==> src/rtl/bp_be_fetch_redirect_ctl.sv <==
// Backend end of the FE fetch/command protocol: forwards correct-path fetch packets
// through a 1-entry issue register and turns trap/mispredict events into FE redirects.
module bp_be_fetch_redirect_ctl #(
  parameter int unsigned eaddr_width_p               = 64,
  parameter int unsigned instr_width_p               = 32,
  parameter int unsigned branch_metadata_fwd_width_p = 36,
  parameter logic [eaddr_width_p-1:0] first_pc_p     = 64'h8000_0000,
  parameter int unsigned squash_timeout_p            = 64
) (
  input  logic                                   clk_i,
  input  logic                                   reset_i,
  input  logic                                   fetch_v_i,
  input  logic                                   fetch_exc_i,
  input  logic [eaddr_width_p-1:0]               fetch_pc_i,
  input  logic [instr_width_p-1:0]               fetch_instr_i,
  input  logic [branch_metadata_fwd_width_p-1:0] fetch_metadata_i,
  output logic                                   fetch_yumi_o,
  output logic                                   issue_v_o,
  output logic                                   issue_exc_o,
  output logic [eaddr_width_p-1:0]               issue_pc_o,
  output logic [instr_width_p-1:0]               issue_instr_o,
  output logic [branch_metadata_fwd_width_p-1:0] issue_metadata_o,
  input  logic                                   issue_ready_i,
  input  logic                                   mispredict_v_i,
  input  logic [eaddr_width_p-1:0]               mispredict_tgt_i,
  input  logic [branch_metadata_fwd_width_p-1:0] mispredict_metadata_i,
  input  logic                                   trap_v_i,
  input  logic [eaddr_width_p-1:0]               trap_pc_i,
  output logic                                   flush_o,
  output logic                                   cmd_v_o,
  output logic [eaddr_width_p-1:0]               cmd_pc_o,
  output logic [branch_metadata_fwd_width_p-1:0] cmd_metadata_o,
  input  logic                                   cmd_ready_i,
  output logic [15:0]                            drop_cnt_o
);

  localparam int unsigned CNT_W = (squash_timeout_p > 2) ? $clog2(squash_timeout_p) : 1;
  localparam logic [CNT_W-1:0] CNT_LAST = CNT_W'(squash_timeout_p - 1);

  typedef enum logic [1:0] {S_RUN, S_CMD, S_SQUASH} state_e;

  typedef struct packed {
    logic                                   exc;
    logic [eaddr_width_p-1:0]               pc;
    logic [instr_width_p-1:0]               instr;
    logic [branch_metadata_fwd_width_p-1:0] meta;
  } pkt_t;

  state_e                                 state_q, state_d;
  logic [eaddr_width_p-1:0]               cmd_pc_q, cmd_pc_d;
  logic [branch_metadata_fwd_width_p-1:0] cmd_meta_q, cmd_meta_d;
  logic [CNT_W-1:0]                       cnt_q, cnt_d;
  logic                                   issue_v_q, issue_v_d;
  pkt_t                                   issue_q, issue_d;
  logic [15:0]                            drop_q, drop_d;

  logic ev, space, match, load, drop;

  always_comb begin
    state_d      = state_q;
    cmd_pc_d     = cmd_pc_q;
    cmd_meta_d   = cmd_meta_q;
    cnt_d        = cnt_q;
    issue_v_d    = issue_v_q;
    issue_d      = issue_q;
    drop_d       = drop_q;
    fetch_yumi_o = 1'b0;
    load         = 1'b0;

    // Mispredicts only count on the correct path; a trap redirects from anywhere.
    ev    = trap_v_i | (mispredict_v_i & (state_q == S_RUN));
    space = ~issue_v_q | issue_ready_i;
    match = (fetch_pc_i == cmd_pc_q);

    unique case (state_q)
      S_RUN: begin
        fetch_yumi_o = fetch_v_i & space;
        load         = fetch_yumi_o;
      end
      S_CMD: begin
        fetch_yumi_o = fetch_v_i;
        if (cmd_ready_i) begin
          state_d = S_SQUASH;
          cnt_d   = '0;
        end
      end
      S_SQUASH: begin
        fetch_yumi_o = match ? (fetch_v_i & space) : fetch_v_i;
        load         = fetch_yumi_o & match;
        if (load) begin
          state_d = S_RUN;
        end else if (cnt_q == CNT_LAST) begin
          state_d = S_CMD;
          cnt_d   = '0;
        end else begin
          cnt_d = cnt_q + 1'b1;
        end
      end
      default: state_d = S_CMD;
    endcase

    if (ev || reset_i) begin
      fetch_yumi_o = 1'b0;
      load         = 1'b0;
    end
    drop = fetch_yumi_o & ~load;

    if (load) begin
      issue_v_d = 1'b1;
      issue_d   = '{exc: fetch_exc_i, pc: fetch_pc_i, instr: fetch_instr_i, meta: fetch_metadata_i};
    end else if (issue_ready_i) begin
      issue_v_d = 1'b0;
    end

    if (drop && (drop_q != 16'hFFFF)) drop_d = drop_q + 16'd1;

    if (ev) begin
      state_d   = S_CMD;
      cnt_d     = '0;
      issue_v_d = 1'b0;
      if (trap_v_i) begin
        cmd_pc_d   = trap_pc_i;
        cmd_meta_d = '0;
      end else begin
        cmd_pc_d   = mispredict_tgt_i;
        cmd_meta_d = mispredict_metadata_i;
      end
    end
  end

  always_ff @(posedge clk_i or posedge reset_i) begin
    if (reset_i) begin
      state_q    <= S_CMD;
      cmd_pc_q   <= first_pc_p;
      cmd_meta_q <= '0;
      cnt_q      <= '0;
      issue_v_q  <= 1'b0;
      issue_q    <= '0;
      drop_q     <= '0;
    end else begin
      state_q    <= state_d;
      cmd_pc_q   <= cmd_pc_d;
      cmd_meta_q <= cmd_meta_d;
      cnt_q      <= cnt_d;
      issue_v_q  <= issue_v_d;
      issue_q    <= issue_d;
      drop_q     <= drop_d;
    end
  end

  assign flush_o          = ev & ~reset_i;
  assign cmd_v_o          = (state_q == S_CMD);
  assign cmd_pc_o         = cmd_pc_q;
  assign cmd_metadata_o   = cmd_meta_q;
  assign issue_v_o        = issue_v_q;
  assign issue_exc_o      = issue_q.exc;
  assign issue_pc_o       = issue_q.pc;
  assign issue_instr_o    = issue_q.instr;
  assign issue_metadata_o = issue_q.meta;
  assign drop_cnt_o       = drop_q;

endmodule

==> config.mk <==
export PLATFORM = sky130hd
export DESIGN_NAME = bp_be_fetch_redirect_ctl
export DESIGN_NICKNAME = d
export VERILOG_FILES = /design/src/rtl/bp_be_fetch_redirect_ctl.sv
export SDC_FILE = /design/constraint.sdc
export NUM_CORES = 1
export LEC_CHECK = 0
export ABC_AREA = 1
export CAP_MARGIN = 5
export CORE_AREA = 2 2 218 220
export DETAILED_ROUTE_END_ITERATION = 10
export DIE_AREA = 0 0 220 222
export SLEW_MARGIN = 20
export SYNTH_ARGS = -nofsm -noshare
export SYNTH_HDL_FRONTEND = slang
export SYNTH_SLANG_ARGS = --single-unit
==> constraint.sdc <==
create_clock -name clk_i -period 24.3 [get_ports clk_i]
set_input_delay 4.86 -clock clk_i [delete_from_list [all_inputs] [get_ports clk_i]]
set_output_delay 4.86 -clock clk_i [all_outputs]
set_load 0.01 [all_outputs]
==> impl_metrics.yaml <==
status:
  status: "finished clean"
clock_tree:
  cts_repair_resize_count: 0
  cts_tree: "done"
  root_buffer: "clkbuf_16"
  numCtsBuffers: 31
  cts_setup_buffers: 0
  postCtsHoldBufs: 0
  path_clk_slew_ps: 60
  htreeDepth: 1
  clock_latency_ps: 570
  clockBufferDepth: 3
  clock-sinks: 258
setup_path:
  crit_arrival_ps: 8210
  critical_path_class: "input pin to output pin"
  cp_cell_sequence: "buf_2 -> buf_4 -> inv_4 -> nand2_4 -> buf_4 -> nor3_1 -> inv_1 -> a21oi_1 -> buf_4 -> clkdlybuf4s50_1"
  crit_top_cell: "buf_4"
  cp.required_ps: 19440
  ff2ff_setup_slack_ps: 20580
  crit_family: "buffers and inverters"
  critPathLaunchType: "input pin"
  path_buf_inv: 7
  end_kind: "output pin"
  slowest_stage: "buf_4"
  path_max_fanout: 65
  slowest_delay_ps: 690
placed_design:
  placed_area_sq_um: 18200
  gp_congestion: 0.890
  io_buffers: 556
  place.detailed.hpwl_microns: 34200
  placedCellCount: 2648
synth:
  synth_top_family_by_area: "simple AND/OR/NAND/NOR gates"
  synth_edf_count: 0
  synth_seq_cells: 258
  syn-cell-area_sq_um: 12200
  synth_nets: 1864
  synth-compound-area-share_pct: 5.91
  synthAdderAreaFrac_pct: 0.617
  ys_warn_count: 0
  synthCells: 1554
  synth_largest_area_cell: "dfrtp_1"
  seq_area_frac_synth_pct: 53.1
  syn_avg_cell_area_sq_um: 7.83
  synth_area_leaders: "dfrtp_1, nand2_1, nand3_1, inv_1, nor2_1"
  synth_cell_types: 27
  synth_common_cells: "nand2_1, dfrtp_1, nand3_1"
  synthXorXnorAreaFrac_pct: 2.52
  yosysTopAreaCellShare_pct: 52.7
  synthFlopType: "dfrtp_1"
  synth.area.mux_share_pct: 0
  yosysMostFrequentCell: "nand2_1"
  async_flop_share_pct: 100
  synth-simple-area-share_pct: 30.6
grt:
  grt_antenna_before_repair: 1
  grt.total_usage_pct: 18.8
  grt-ovfl-total: 0
  grt_pass1_vias: 12100
  grt_pass1_wl_microns: 71400
  grt_max_degree: 130
sta:
  setup_tns_ps: 0
  setup_viol: 0
  worst_slew_pin_slew_ps: 1060
  finClkSkew_ps: 20.7
  slew_headroom_pct: 29.1
  drv_slew: 0
  fmax_ghz: 0.0765
  min_period_ps: 13070
  finalHoldViolations: 0
  rsz0062_at_grt: "no"
  fin_crit_sh_pct: 53.8
job:
  cap_violations: 0
routing:
  drt-pass1-iter-count: 5
  post_drt_wl_per_cell_microns: 17.4
  ant_nets: 0
  drc: 0
  wl_microns: 47100
  drtIter0Drc: 732
  vias_per_cell: 4.47
  routed-via-count: 12100
layout:
  fin_area_sq_um: 19300
  fillers: 4658
  layout.nets: 2384
  drive_gt1_share_pct: 3.72
  area_growth_pct: 58.9
  final_cells: 2706
floorplan:
  die_w_microns: 220
  coreArea_sq_um: 46300
  die_h_microns: 222
  dieArea_sq_um: 48800
  io_pins: 557
  start_util_pct: 26.3
  row_count: 79
pwr:
  p_leak_nw: 9.21
  powerDensity_nw_per_um2: 99.8
  ir_worst_vdd_v: 0.0000580
hold_path:
  hold_path_class: "flip-flop to flip-flop"
cells in the final DEF, fill, tap and decap left out:
master	netlist	final
a21oi_1	6	6
a31oi_1	64	64
buf_2	9	1
buf_4	4	12
bufinv_16	0	6
clkbuf_1	54	8
clkbuf_16	0	31
clkbuf_8	0	8
clkdlybuf4s50_1	0	555
clkinv_2	0	3
dfrtp_1	256	256
dfstp_2	2	2
diode_2	0	1
ha_1	6	6
inv_1	124	122
inv_4	1	2
inv_6	0	1
inv_8	0	1
nand2_1	635	634
nand2_4	1	1
nand2_8	0	1
nand3_1	137	137
nand4_1	20	20
nor2_1	119	118
nor2_2	3	3
nor2_4	1	2
nor3_1	9	9
o21ai_0	32	32
o21ai_1	16	16
o21ai_2	4	4
o22ai_1	1	1
o31ai_1	1	1
xnor2_1	3	3
xor2_1	32	32
logic make-up (layout without fill, tap and decap cells):
kind of cell / after synthesis / count (layout)
AO/OA/AOI/OAI: 124 / 124
flip-flops: 258 / 258
AND/OR/NAND/NOR: 925 / 925
adder cells (fa/ha/maj): 6 / 6
XOR/XNOR: 35 / 35
buffers and inverters: 206 / 750
other: 0 / 1
tightest hold or removal path, cell delays in order (launching register included):
cell and delay, ps:
dfrtp_1 340, nand2_1 50, nand2_1 50
metal layers:
| layer | GRT usage, % | vias to the layer above | wire (microns) |
|---|---|---|---|
| li1 | - | 5951 | - |
| met1 | 23.7 | 5623 | 19500 |
| met2 | 32.0 | 444 | 22500 |
| met3 | 4.09 | 66 | 3730 |
| met4 | 5.69 | 0 | 1300 |
| met5 | 0 | - | 0 |
metrics by stage:
stage / hold slack [ps] / power [mW] / util, % / setup slack, ps
4_1_cts: 472 / 1.96 / 41.8 / 11180
5_1_grt: 489 / 2.05 / 41.8 / 11000
3_3_place_gp: 453 / 1.42 / 39.3 / 11200
3_5_place_dp: 458 / 1.43 / 39.3 / 11170
6_report: 467 / 1.93 / 41.8 / 11230
2_1_floorplan: 485 / 0.970 / - / 12340
power by group:
part / leakage (nW) / switching (mW) / internal (mW)
combinational: 5.44 / 0.350 / 0.383
clock: 0.550 / 0.190 / 0.322
sequential: 3.22 / 0.105 / 0.580
total: 9.21 / 0.645 / 1.28
flip-flops by register name, indices dropped and copies added, names as in the netlist:
signal	flops
issue_exc_o	1
issue_pc_o	64
drop_cnt_o	16
issue_v_o	1
state_q	2
issue_instr_o	32
issue_metadata_o	36
cmd_metadata_o	36
cmd_pc_o	64
cnt_q	6
final timing paths:
| path | start | end | depth (start not counted) |
|---|---|---|---|
| worst min register to register | issue_metadata_o[9]$_DFFE_PP0P_ | issue_metadata_o[9]$_DFFE_PP0P_ | 2 |
| min in group asynchronous | reset_i | cnt_q[5]$_DFFE_PP0P_ | 2 |
| worst min-delay path | issue_metadata_o[9]$_DFFE_PP0P_ | issue_metadata_o[9]$_DFFE_PP0P_ | 2 |
| max in group asynchronous | reset_i | cmd_metadata_o[4]$_DFFE_PP0N_ | 3 |
| worst max-delay path | trap_v_i | fetch_yumi_o | 10 |
| worst max register to register | cmd_pc_o[31]$_DFFE_PP1N_ | issue_pc_o[63]$_DFFE_PP0P_ | 16 |
cell type report:
| type | count | area, sq um | share of cell area [%] |
|---|---|---|---|
| Multi-Input combinational cell | 1090 | 4850 | 25.1 |
| Inverter | 125 | 482 | 2.49 |
| Sequential cell | 258 | 6460 | 33.4 |
| Clock buffer | 47 | 916 | 4.74 |
| Clock inverter | 10 | 204 | 1.06 |
| Tap cell | 607 | 759 | 3.93 |
| Antenna cell | 1 | 2.50 | 0.0129 |
| Timing Repair Buffer | 568 | 5650 | 29.2 |
Power figures use the tool's default switching activity.
